### src/rtl/grid_arbiter_pkg.sv
// Shared grid definitions: coordinate/cell widths, legal grid bounds, cell codes
// and the arbiter state encoding.
package grid_arbiter_pkg;

  localparam int unsigned GRID_X_W = 6;
  localparam int unsigned GRID_Y_W = 5;
  localparam int unsigned CELL_W   = 3;
  localparam int unsigned MAX_X    = 39;
  localparam int unsigned MAX_Y    = 29;

  typedef enum logic [CELL_W-1:0] {
    CELL_AIR   = 3'd0,
    CELL_ENEMY = 3'd4
  } cell_t;

  typedef enum logic [1:0] {
    ST_IDLE,
    ST_OWN,
    ST_HANDOFF
  } arb_state_t;

  function automatic logic [1:0] onehot_to_idx(input logic [2:0] oh);
    if (oh[2])      return 2'd2;
    else if (oh[1]) return 2'd1;
    else            return 2'd0;
  endfunction

endpackage

### src/rtl/grid_arbiter_rr_pick3.sv
// Combinational round-robin picker for three requesters, scanning from
// (last_owner+1) mod 3 and avoiding skipped requesters where possible.
module rr_pick3 (
  input  logic [2:0] req,
  input  logic [1:0] last_owner,
  input  logic [2:0] skip,
  output logic [2:0] pick
);

  logic [2:0] cand;
  logic [1:0] idx;

  always_comb begin
    // A skipped requester still wins when it is the only one asking, so a
    // lone revoked requester cannot deadlock the grid.
    cand = ((req & ~skip) != '0) ? (req & ~skip) : req;
    pick = '0;
    idx  = (last_owner >= 2'd2) ? 2'd0 : last_owner + 2'd1;
    for (int unsigned k = 0; k < 3; k++) begin
      if (pick == '0 && cand[idx]) begin
        pick[idx] = 1'b1;
      end
      idx = (idx == 2'd2) ? 2'd0 : idx + 2'd1;
    end
  end

endmodule

### src/rtl/grid_arbiter.sv
// Round-robin arbiter sharing one grid memory port between three updaters,
// with a hold-time limit, out-of-bounds write suppression and read-valid pulses.
module grid_arbiter
  import grid_arbiter_pkg::*;
#(
  parameter int unsigned NREQ     = 3,
  parameter int unsigned MAX_X    = grid_arbiter_pkg::MAX_X,
  parameter int unsigned MAX_Y    = grid_arbiter_pkg::MAX_Y,
  parameter int unsigned MAX_HOLD = 4096
) (
  input  logic                       clock,
  input  logic                       reset,
  input  logic [NREQ-1:0]            req,
  input  logic [NREQ*GRID_X_W-1:0]   req_x,
  input  logic [NREQ*GRID_Y_W-1:0]   req_y,
  input  logic [NREQ-1:0]            req_write,
  input  logic [NREQ*CELL_W-1:0]     req_in,
  output logic [NREQ-1:0]            gnt,
  output logic [CELL_W-1:0]          rd_data,
  output logic [NREQ-1:0]            rd_valid,
  output logic [GRID_X_W-1:0]        grid_x,
  output logic [GRID_Y_W-1:0]        grid_y,
  output logic                       grid_write,
  output logic [CELL_W-1:0]          grid_in,
  input  logic [CELL_W-1:0]          grid_out,
  output logic                       err_timeout,
  output logic                       err_oob
);

  localparam int unsigned            HOLD_W    = $clog2(MAX_HOLD);
  localparam logic [HOLD_W-1:0]      HOLD_LAST = HOLD_W'(MAX_HOLD - 1);
  localparam logic [GRID_X_W-1:0]    X_LIMIT   = GRID_X_W'(MAX_X);
  localparam logic [GRID_Y_W-1:0]    Y_LIMIT   = GRID_Y_W'(MAX_Y);

  arb_state_t          state_q, state_d;
  logic [NREQ-1:0]     gnt_q, gnt_d;
  logic [NREQ-1:0]     skip_q, skip_d;
  logic [NREQ-1:0]     rd_valid_q, rd_valid_d;
  logic [1:0]          last_owner_q, last_owner_d;
  logic [HOLD_W-1:0]   hold_q, hold_d;
  logic                err_timeout_q, err_timeout_d;

  logic [NREQ-1:0]     pick;
  logic                owner_req;
  logic                active;
  logic                oob;
  logic [GRID_X_W-1:0] own_x;
  logic [GRID_Y_W-1:0] own_y;
  logic                own_w;
  logic [CELL_W-1:0]   own_in;

  rr_pick3 u_pick (
    .req        (req),
    .last_owner (last_owner_q),
    .skip       (skip_q),
    .pick       (pick)
  );

  always_comb begin
    own_x  = '0;
    own_y  = '0;
    own_w  = 1'b0;
    own_in = '0;
    for (int unsigned i = 0; i < NREQ; i++) begin
      if (gnt_q[i]) begin
        own_x  = req_x[i*GRID_X_W +: GRID_X_W];
        own_y  = req_y[i*GRID_Y_W +: GRID_Y_W];
        own_w  = req_write[i];
        own_in = req_in[i*CELL_W +: CELL_W];
      end
    end
  end

  // Gating on reset as well keeps the grid write dead during reset even
  // before the asynchronously cleared state has propagated.
  always_comb begin
    owner_req  = |(req & gnt_q);
    active     = (state_q == ST_OWN) && !reset;
    oob        = own_w && ((own_x > X_LIMIT) || (own_y > Y_LIMIT));
    grid_x     = active ? own_x  : '0;
    grid_y     = active ? own_y  : '0;
    grid_in    = active ? own_in : '0;
    grid_write = active && own_w && !oob;
    err_oob    = active && oob;
  end

  always_comb begin
    state_d       = state_q;
    gnt_d         = gnt_q;
    last_owner_d  = last_owner_q;
    hold_d        = hold_q;
    skip_d        = skip_q & req;
    err_timeout_d = 1'b0;
    rd_valid_d    = (state_q == ST_OWN) ? (gnt_q & ~req_write) : '0;
    unique case (state_q)
      ST_IDLE: begin
        if (req != '0) begin
          gnt_d        = pick;
          last_owner_d = onehot_to_idx(pick);
          hold_d       = '0;
          skip_d       = '0;
          state_d      = ST_OWN;
        end
      end
      ST_OWN: begin
        if (!owner_req) begin
          gnt_d   = '0;
          state_d = ST_HANDOFF;
        end else if (hold_q == HOLD_LAST) begin
          gnt_d         = '0;
          skip_d        = gnt_q;
          err_timeout_d = 1'b1;
          state_d       = ST_HANDOFF;
        end else begin
          hold_d = hold_q + 1'b1;
        end
      end
      ST_HANDOFF: state_d = ST_IDLE;
      default: begin
        state_d = ST_IDLE;
        gnt_d   = '0;
      end
    endcase
  end

  always_ff @(posedge clock or posedge reset) begin
    if (reset) begin
      state_q       <= ST_IDLE;
      gnt_q         <= '0;
      skip_q        <= '0;
      rd_valid_q    <= '0;
      last_owner_q  <= 2'd2;
      hold_q        <= '0;
      err_timeout_q <= 1'b0;
    end else begin
      state_q       <= state_d;
      gnt_q         <= gnt_d;
      skip_q        <= skip_d;
      rd_valid_q    <= rd_valid_d;
      last_owner_q  <= last_owner_d;
      hold_q        <= hold_d;
      err_timeout_q <= err_timeout_d;
    end
  end

  assign gnt         = gnt_q;
  assign rd_valid    = rd_valid_q;
  assign err_timeout = err_timeout_q;
  assign rd_data     = grid_out;

endmodule
### config.mk
export PLATFORM = sky130hd
export DESIGN_NAME = grid_arbiter
export DESIGN_NICKNAME = d
export VERILOG_FILES = /design/src/rtl/grid_arbiter_pkg.sv /design/src/rtl/grid_arbiter_rr_pick3.sv /design/src/rtl/grid_arbiter.sv
export SDC_FILE = /design/constraint.sdc
export NUM_CORES = 1
export LEC_CHECK = 0
export CAP_MARGIN = 40
export CORE_AREA = 3 3 70 72
export CTS_BUF_LIST = sky130_fd_sc_hd__clkbuf_8
export CTS_CLUSTER_SIZE = 30
export DETAILED_ROUTE_END_ITERATION = 10
export DIE_AREA = 0 0 73 75
export PLACE_DENSITY = 0.79
export SLEW_MARGIN = 10
export SYNTH_ARGS = -nofsm -noshare
export SYNTH_HDL_FRONTEND = slang
export SYNTH_HIERARCHICAL = 1
export SYNTH_SLANG_ARGS = --single-unit
### constraint.sdc
create_clock -name clock -period 2.2 [get_ports clock]
set_input_delay 0.22 -clock clock [delete_from_list [all_inputs] [get_ports clock]]
set_output_delay 0.22 -clock clock [all_outputs]
set_load 0.005 [all_outputs]
==> flow_summary_export.csv, run 1 <==
group,metric,value,unit
sta,fin_crit,2.28,ns
sta,fmax,0.438,GHz
logic_synthesis,syn_nets,272,
setup_path,required,1.98,ns
clock_tree,hold_buffers,0,
floorplan,io_pins,79,
sta,tns,-0.141,ns
clock_tree,cts_tree,"built",
clock_tree,clockBufferDepth,2,
status,violations,"negative setup slack",
floorplan,coreArea,4350,um^2
layout,area.growth.synth_to_final,57.2,%
global_route,grt_pass1_vias,1920,
power_and_ir_drop,leakage,1.27,nW
clock_tree,cts_max_level,1,
clock_tree,cts-buffers-inserted,3,
sta,setup_viol,2,
setup_path,end_kind,"primary output",
sta,max_slew_margin,39.2,%
detailed_routing,wire_per_inst,17.1,um
logic_synthesis,syn_area,1860,um^2
logic_synthesis,synth-seq-cells,26,
power_and_ir_drop,p_sw,914,uW
power_and_ir_drop,combPwrFrac,57.8,%
power_and_ir_drop,power_density,833,nW/um^2
clock_tree,clock_sinks,26,
power_and_ir_drop,swShare,37.5,%
floorplan,die_area,5480,um^2
detailed_routing,viasPerCell,5.98,
global_route,grt.overflow.total,0,
setup_path,crit_fanout,4,
layout,multi_input_area,1130,um^2
detailed_routing,drc,0,
layout,fin_cells,358,
placement,gp_congestion,0.833,
layout,antenna_cells,0,
sta,worst_pin_slew,0.905,ns
global_route,grt.total_usage,20.4,%
layout,layout_common_cells,"clkdlybuf4s50_1, buf_4, dfrtp_1, nand2_1, nor2_1",
global_route,grt_pass1_wl,8830,um
placement,port_buffers,72,
floorplan,die_height,75,um
sta,finalHoldViolCount,0,
logic_synthesis,synth-edff-count,0,
sta,fin_crit_sh,104,%
power_and_ir_drop,p_seq_share,25.9,%
placement,post-place-cells,344,
layout,nFillCells,341,
logic_synthesis,synth_seq_area_share,35.0,%
detailed_routing,first_iter_violations,154,
layout,layout_commonest_cell,"clkdlybuf4s50_1",
setup_path,critical-path-slowest-cell,"clkdlybuf4s50_1",
setup_path,critical_path.max_stage_delay,0.50,ns
power_and_ir_drop,p_int,1.52,mW
floorplan,initial_core_util,42.7,%
layout,layout.nets,361,
logic_synthesis,syn_area_per_cell,8.53,um^2
floorplan,fp.dieW,73,um
logic_synthesis,synth-main-ff-cell,"dfrtp_1",
setup_path,cp-start-kind,"flop",
global_route,grt_max_degree,27,
global_route,antenna_found_initial,0,
hold_path,hp-class,"in2async",
setup_path,crit_type,"reg2out",
clock_tree,path_clk_slew,0.09,ns
logic_synthesis,yosysUniqueCellTypes,51,
power_and_ir_drop,clkPwrFrac,16.2,%
logic_synthesis,yosysWarnings,6,
setup_path,crit_buf_inv,2,
placement,dpl.hpwl,4340,um
sta,skew,0.00512,ns
job,cap_violations,0,
power_and_ir_drop,ir_drop,0.423,mV
sta,hold_ws,0.383,ns
clock_tree,cts_root_buffer,"clkbuf_8",
sta,setup_slack,-0.0817,ns
clock_tree,clk-insertion-delay-late,0.28,ns
floorplan,row_count,24,
detailed_routing,routed-via-count,2140,
layout,drive_gt1_share,17.3,%
layout,seqCellArea,656,um^2
logic_synthesis,syn_inst,218,
setup_path,critical_path.cell_chain,"buf_4 -> nand3b_1 -> a2bb2oi_1 -> and2_1 -> clkdlybuf4s50_1",
setup_path,arrival,2.06,ns
logic_synthesis,synth_async_sr_flop_share,100,%
detailed_routing,first_pass_iters,4,
sta,finalMaxSlewViolations,0,
detailed_routing,routed_wl,6110,um
setup_path,path_delay_family,"buffers and inverters",
status,status,"finished with violations",
detailed_routing,drtAntennaViolNets,0,
## worst paths after layout
check                                startpoint               to  slack [ns]  cells after the start
max in group asynchronous                 reset  last_owner_q[1]        1.53                      3
min in group clock                  grid_out[1]       rd_data[1]        0.44                      0
worst min-delay path                      reset        hold_q[4]        0.38                      3
worst max-delay path                     gnt[1]        grid_y[2]       -0.08                      5
worst min register to register  last_owner_q[1]  last_owner_q[1]        0.50                      2
worst max register to register           gnt[1]        hold_q[5]        0.11                      8
## cell usage after synthesis (2+ instances only)
library cell / number / area (um^2)
nor3_1: 12 / 60.1
o21a_1: 2 / 15.0
or3_1: 2 / 12.5
nor2b_1: 2 / 12.5
nand4b_1: 2 / 17.5
a32oi_1: 2 / 17.5
o211a_1: 2 / 20.0
dfrtp_1: 25 / 626
clkbuf_1: 11 / 41.3
inv_1: 9 / 33.8
o41ai_1: 2 / 17.5
nand4_1: 3 / 18.8
a2bb2oi_1: 6 / 52.6
mux2i_1: 5 / 50.1
o2bb2ai_1: 2 / 17.5
a31oi_1: 2 / 12.5
a221oi_1: 7 / 61.3
nor4_1: 3 / 18.8
buf_2: 2 / 10.0
and2b_1: 5 / 37.5
nand3b_1: 8 / 60.1
o21ai_2: 2 / 17.5
nor3b_1: 2 / 15.0
a21oi_1: 9 / 45.0
and2_1: 7 / 43.8
nand2b_1: 3 / 18.8
nand3_1: 10 / 50.1
o211ai_1: 4 / 30.0
buf_4: 4 / 30.0
o311ai_0: 3 / 26.3
or4_1: 4 / 30.0
o21ba_2: 2 / 20.0
nand2_1: 17 / 63.8
o31ai_1: 5 / 37.5
nor2_1: 15 / 56.3
o21ai_0: 2 / 10.0
## cell families after synthesis
family	count (synthesis)	synth area share (%)
compound gates	59	24.5
fa+ha+maj	1	0.672
buf+inv	26	6.19
flops	26	35.0
mux	5	2.69
simple gates	101	30.9
## state kept, by name (all words and copies together) (netlist names)
signal	flops
state_q	2
hold_q	12
err_timeout	1
skip_q	3
last_owner_q	2
rd_valid	3
gnt	3
## what timing repair did
| item | in CTS | in global routing |
|---|---|---|
| buffers inserted | 7 | 3 |
| resized for setup | 14 | 12 |
| endpoints found under the setup margin | 13 | 19 |
| pin swaps | 2 | 2 |
## worst min-delay path: stages
cell	delay (ns)
clkdlybuf4s50_1	0.42
inv_1	0.10
buf_4	0.32
## per-layer routing
metal	global-route usage [%]	up-vias	routed length, um
met3	3.34	15	315
met4	5.94	0	132
met2	35.0	80	3150
met1	26.4	1044	2510
met5	0	-	0
li1	-	1001	-
## power groups by stage
| stage | sequential [mW] | clock (mW) | combinational [mW] |
|---|---|---|---|
| 4_1_cts | 0.635 | 0.399 | 1.32 |
| 6_report | 0.633 | 0.396 | 1.41 |
| 2_1_floorplan | 0.599 | 0 | 0.716 |
| 3_3_place_gp | 0.651 | 0 | 1.15 |
| 5_1_grt | 0.640 | 0.415 | 1.52 |
| 3_5_place_dp | 0.655 | 0 | 1.17 |
## cell type report
cell class,instances,area share (%)
multi-input combinational,166,38.5
timing repair buffer,101,33.2
sequential,26,22.4
tap,52,2.22
clock buffer,3,1.41
inverter,9,1.15
clock inverter,1,1.03
## stage by stage
stage | cell area (um^2) | power [mW] | setup slack, ns | utilization [%]
floorplan | 1860 | 1.32 | 0.284 | -
global placement | 2710 | 1.80 | 0.0491 | 62.2
detailed placement | 2710 | 1.82 | -0.00618 | 62.2
CTS | 2870 | 2.35 | -0.00171 | 65.9
global route | 2930 | 2.57 | -0.110 | 67.2
finish | 2930 | 2.44 | -0.0817 | 67.2
Power figures use the tool's default switching activity.
==> inputs of run 2 (changes only) <==
--- a/config.mk
+++ b/config.mk
@@ -17,3 +17,4 @@
 export SYNTH_HDL_FRONTEND = slang
 export SYNTH_HIERARCHICAL = 1
 export SYNTH_SLANG_ARGS = --single-unit
+export TNS_END_PERCENT = 100
==> constraint.sdc (replaced) <==
create_clock -name clock -period 2.2 [get_ports clock]
set_input_delay 0.55 -clock clock [delete_from_list [all_inputs] [get_ports clock]]
set_output_delay 0.55 -clock clock [all_outputs]
set_load 0.005 [all_outputs]
==> run 2 against run 1 <==
Compared with the run above: core utilization increased by 9.6 points; sequential share of layout area fell by 2.8 points; fmax down 2.8%; critical endpoint is now err_oob; register-to-register slack got worse by 0.19 ns; non-clock buffer count up 29; critical path depth up 2; first-iteration DRC count up 98%; sequential power decreased by 2%; count of clock-buffer cells in the layout unchanged; clock skew fell by 0.00057 ns; worst setup slack got worse by 0.066 ns; the flow still finishes with violations (negative setup slack).
==> flow_summary_export.csv, run 2 (synthesis results as in run 1) <==
group,metric,value,unit
power_and_ir_drop,power_density,917,nW/um^2
global_route,grt_pass1_wl,9980,um
status,violations,"negative setup slack",
detailed_routing,viasPerCell,6.11,
clock_tree,clockBufferDepth,2,
clock_tree,path_clk_slew,0.09,ns
layout,layout_common_cells,"clkdlybuf4s50_1, buf_4, dfrtp_1, nand2_1, nor2_1",
floorplan,fp.dieW,73,um
floorplan,io_pins,79,
status,status,"finished with violations",
layout,regMostFlops,"hold_q",
setup_path,crit_fanout,8,
sta,max_slew_margin,44.1,%
detailed_routing,wire_per_inst,18.7,um
setup_path,required,1.65,ns
layout,area.growth.synth_to_final,79.7,%
setup_path,path_delay_family,"compound AO/OA/AOI/OAI gates",
setup_path,cp-start-kind,"flop",
clock_tree,hold_buffers,0,
sta,finalMaxSlewViolations,0,
setup_path,crit_type,"reg2out",
setup_path,critical-path-slowest-cell,"dfrtp_2",
sta,setup_slack,-0.148,ns
sta,fin_crit,2.35,ns
job,cap_violations,0,
setup_path,critical_path.max_stage_delay,0.47,ns
placement,port_buffers,72,
detailed_routing,routed-via-count,2363,
power_and_ir_drop,power,3.06,mW
layout,largest_reg_flops,12,
detailed_routing,drtAntennaViolNets,0,
sta,fmax,0.426,GHz
clock_tree,cts-buffers-inserted,3,
clock_tree,cts_root_buffer,"clkbuf_8",
floorplan,die_area,5480,um^2
sta,worst_pin_slew,0.832,ns
setup_path,critical_path.cell_chain,"buf_12 -> nand3b_1 -> a31oi_2 -> buf_4 -> o21a_1 -> o21ba_2 -> buf_2",
setup_path,arrival,1.80,ns
layout,layout_commonest_cell,"clkdlybuf4s50_1",
floorplan,initial_core_util,42.7,%
global_route,grt.overflow.total,0,
detailed_routing,drc,0,
sta,fin_crit_sh,107,%
placement,gp_congestion,0.859,
global_route,antenna_found_initial,0,
setup_path,crit_buf_inv,3,
detailed_routing,first_iter_violations,305,
global_route,grt_max_degree,27,
hold_path,hp-class,"reg2reg",
clock_tree,cts_max_level,1,
sta,setup_viol,13,
global_route,grt.total_usage,23.3,%
clock_tree,cts_tree,"built",
detailed_routing,routed_wl,7250,um
sta,grt_setup_unrepaired,"yes",
floorplan,row_count,24,
layout,antenna_cells,0,
power_and_ir_drop,ir_drop,0.516,mV
setup_path,end_kind,"primary output",
layout,drive_gt1_share,37.3,%
placement,dpl.hpwl,4450,um
floorplan,die_height,75,um
clock_tree,clock_sinks,26,
sta,skew,0.00455,ns
detailed_routing,first_pass_iters,5,
clock_tree,clk-insertion-delay-late,0.27,ns
sta,finalHoldViolCount,0,
power_and_ir_drop,leakage,1.42,nW
layout,layout.nets,390,
global_route,grt_pass1_vias,2169,
sta,hold_ws,0.499,ns
floorplan,coreArea,4350,um^2
## run 2: final timing paths
| check | slack (ns) | cells past startpoint | start | end |
|---|---|---|---|---|
| min in group asynchronous | 0.60 | 3 | reset | state_q[1] |
| worst max-delay path | -0.15 | 7 | gnt[1] | err_oob |
| worst min-delay path | 0.50 | 2 | last_owner_q[1] | last_owner_q[1] |
| max in group asynchronous | 1.30 | 3 | reset | last_owner_q[1] |
| worst max register to register | -0.08 | 10 | gnt[1] | gnt[2] |
| worst min register to register | 0.50 | 2 | last_owner_q[1] | last_owner_q[1] |
## run 2: cell type report
cell class | count | area, um^2
tap | 52 | 65.1
fill | 255 | 1010
multi-input combinational | 166 | 1330
clock inverter | 1 | 30.0
timing repair buffer | 130 | 1180
sequential | 26 | 654
inverter | 9 | 37.5
clock buffer | 3 | 41.3
## run 2: layer usage
metal / vias up / part of all wire (%) / track usage (%) / wire, um
met4: 0 / 3.9 / 11.7 / 280
li1: 1058 / - / - / -
met3: 30 / 6.5 / 2.94 / 470
met2: 166 / 51 / 39.0 / 3700
met1: 1109 / 39 / 29.5 / 2800
met5: - / 0 / 0 / 0
## run 2: worst reg2reg max path: stages (launching register included)
cell,delay (ns)
dfrtp_2,0.47
buf_4,0.15
buf_6,0.12
buf_8,0.13
a222oi_1,0.46
buf_4,0.20
buf_6,0.09
nand2b_4,0.14
buf_6,0.10
o22ai_1,0.06
a22o_1,0.24
## run 2: timing repair
item,CTS,global route
pin swaps,13,29
cloned,0,1
hold endpoints to repair,0,0
endpoints found under the setup margin,22,27
setup buffers,9,11
resized for setup,58,66
## run 2: power breakdown
group,internal [mW],total [mW],switching [mW]
sequential,0.550,0.619,0.0691
clock,0.243,0.398,0.155
combinational,1.10,2.05,0.944
## run 2: through the flow
stage               setup slack, ns  cells  cell area, um^2  utilization [%]  TNS (ns)
global route                 -0.218    387             3340             76.8     -1.86
detailed placement           -0.519    362             2870             65.9     -9.84
finish                       -0.148    387             3340             76.8    -0.696
floorplan                     0.150    218             1860                -         0
global placement             -0.488    362             2870             65.9     -9.21
CTS                          -0.158    375             3120             71.6    -0.665
==> inputs of run 3 (changes only) <==
==> constraint.sdc (replaced) <==
create_clock -name clock -period 2.3 [get_ports clock]
set_input_delay 0.575 -clock clock [delete_from_list [all_inputs] [get_ports clock]]
set_output_delay 0.575 -clock clock [all_outputs]
set_load 0.005 [all_outputs]
==> run 3 against run 2 <==
Compared with the run above: combinational power is 23% lower; final area is 7.5% lower; the run still ends with negative setup slack left; critical path type unchanged; global-route usage shrank 1.1 points.
==> flow_summary_export.csv, run 3 (synthesis results as in run 1) <==
group,metric,value,unit
global_route,use_met2,38.8,%
clock_tree,cts_max_level,1,
detailed_routing,first_iter_violations,183,
global_route,grt_pass1_vias,2100,
clock_tree,cts-buffers-inserted,3,
sta,setup_viol,2,
layout,fin_cells,373,
status,violations,"negative setup slack",
layout,drive_gt1_share,25.9,%
layout,layout.nets,376,
power_and_ir_drop,leakage,1.30,nW
global_route,grt.overflow.total,0,
setup_path,crit_type,"reg2out",
setup_path,startpoint,"gnt[1]",
placement,post-place-cells,358,
clock_tree,clock_sinks,26,
floorplan,row_count,24,
floorplan,coreArea,4350,um^2
global_route,antenna_found_initial,0,
sta,fin_crit_sh,104,%
power_and_ir_drop,combPwrFrac,62.0,%
power_and_ir_drop,clkPwrFrac,15.0,%
sta,worst_pin_slew,0.847,ns
setup_path,required,1.73,ns
power_and_ir_drop,p_sw,975,uW
sta,skew,0.00341,ns
placement,dpl.hpwl,4490,um
global_route,met3_usage,3.07,%
layout,area.growth.synth_to_final,66.2,%
layout,largest_reg_flops,12,
status,status,"finished with violations",
hold_path,min_from,"last_owner_q[1]",
power_and_ir_drop,swShare,38.2,%
floorplan,fp.dieW,73,um
clock_tree,hold_buffers,0,
setup_path,critical_path.cell_chain,"buf_6 -> buf_6 -> nand3b_1 -> a2bb2oi_2 -> and4_4 -> buf_6 -> nor3_2 -> buf_2",
floorplan,io_pins,79,
floorplan,die_area,5480,um^2
setup_path,crit_top_cell,"buf_6",
clock_tree,cts_tree,"built",
global_route,grt_max_degree,27,
detailed_routing,drtAntennaViolNets,0,
floorplan,initial_core_util,42.7,%
clock_tree,clockBufferDepth,2,
sta,fmax,0.418,GHz
detailed_routing,viasPerCell,5.86,
setup_path,crit_fanout,5,
sta,max_slew_margin,43.1,%
power_and_ir_drop,ir_drop,0.453,mV
power_and_ir_drop,power,2.55,mW
setup_path,critical_path.max_stage_delay,0.43,ns
detailed_routing,routed-via-count,2187,
global_route,grt_pass1_wl,9590,um
setup_path,critical-path-slowest-cell,"dfrtp_1",
layout,layout_commonest_cell,"clkdlybuf4s50_1",
floorplan,die_height,75,um
clock_tree,clk-insertion-delay-late,0.27,ns
sta,finalMaxSlewViolations,0,
global_route,grt.total_usage,22.1,%
setup_path,cp-start-kind,"flop",
setup_path,arrival,1.82,ns
detailed_routing,drc,0,
hold_path,hp-class,"reg2reg",
power_and_ir_drop,p_seq_share,23.0,%
setup_path,end_kind,"primary output",
placement,port_buffers,72,
sta,fin_crit,2.39,ns
detailed_routing,routed_wl,6370,um
global_route,busiest_layer,"met2",
clock_tree,path_clk_slew,0.09,ns
clock_tree,cts_root_buffer,"clkbuf_8",
setup_path,r2r_start,"gnt[0]",
layout,regMostFlops,"hold_q",
detailed_routing,first_pass_iters,4,
detailed_routing,wire_per_inst,17.1,um
global_route,use_met1,27.2,%
job,cap_violations,0,
sta,setup_slack,-0.0907,ns
placement,gp_congestion,0.844,
layout,antenna_cells,0,
power_and_ir_drop,p_int,1.58,mW
sta,grt_setup_unrepaired,"yes",
sta,finalHoldViolCount,0,
layout,layout_common_cells,"clkdlybuf4s50_1, buf_4, dfrtp_1, dlygate4sd2_1, nand2_1",
sta,hold_ws,0.497,ns
layout,nFillCells,311,
power_and_ir_drop,power_density,826,nW/um^2
[run 3: final cells by class]
cell class	count	area, um^2	share of cell area, %
multi-input combinational	166	1220	39.3
tap	52	65.1	2.10
sequential	26	653	21.1
clock inverter	1	30.0	0.971
timing repair buffer	116	1050	33.9
inverter	9	37.5	1.21
clock buffer	3	41.3	1.34
[run 3: stage by stage]
stage	area, um^2	TNS [ns]	utilization (%)	setup slack [ns]
2_1_floorplan	1860	0	-	0.0292
3_3_place_gp	2810	-5.60	64.6	-0.457
3_5_place_dp	2810	-6.42	64.6	-0.458
4_1_cts	3010	-0.0707	69.0	-0.0586
5_1_grt	3090	-0.299	71.0	-0.141
6_report	3090	-0.155	71.0	-0.0907
[run 3: worst paths after layout]
kind | to | slack [ns] | cells past startpoint
worst max-delay path | grid_write | -0.09 | 8
worst min-delay path | last_owner_q[1] | 0.50 | 2
worst max register to register | hold_q[0] | 0.12 | 6
worst min register to register | last_owner_q[1] | 0.50 | 2
max in group asynchronous | last_owner_q[1] | 1.40 | 3
min in group asynchronous | rd_valid[0] | 0.60 | 3
[run 3: worst max-delay path, delay by kind of cell (launching register included)]
family | cells | cell delay (ns)
flip-flops | 1 | 0.43
buffers and inverters | 4 | 0.48
AO/OA/AOI/OAI | 1 | 0.18
AND/OR/NAND/NOR | 3 | 0.45
[run 3: what timing repair did]
action / CTS / global route
gates resized for setup: 61 / 19
buffers inserted: 6 / 5
setup endpoints to repair: 16 / 14
pin swaps: 21 / 8
[run 3: power by group through the flow]
stage	combinational (mW)	clock (mW)	sequential [mW]
4_1_cts	1.46	0.389	0.584
6_report	1.58	0.382	0.588
3_5_place_dp	1.29	0	0.594
5_1_grt	1.68	0.404	0.593
3_3_place_gp	1.26	0	0.591
2_1_floorplan	0.685	0	0.573
[run 3: metal layers]
layer / share of wire [%] / wire (um)
met4: 2.5 / 159
met3: 5.3 / 335
met2: 52 / 3320
met1: 40 / 2550
met5: 0 / 0
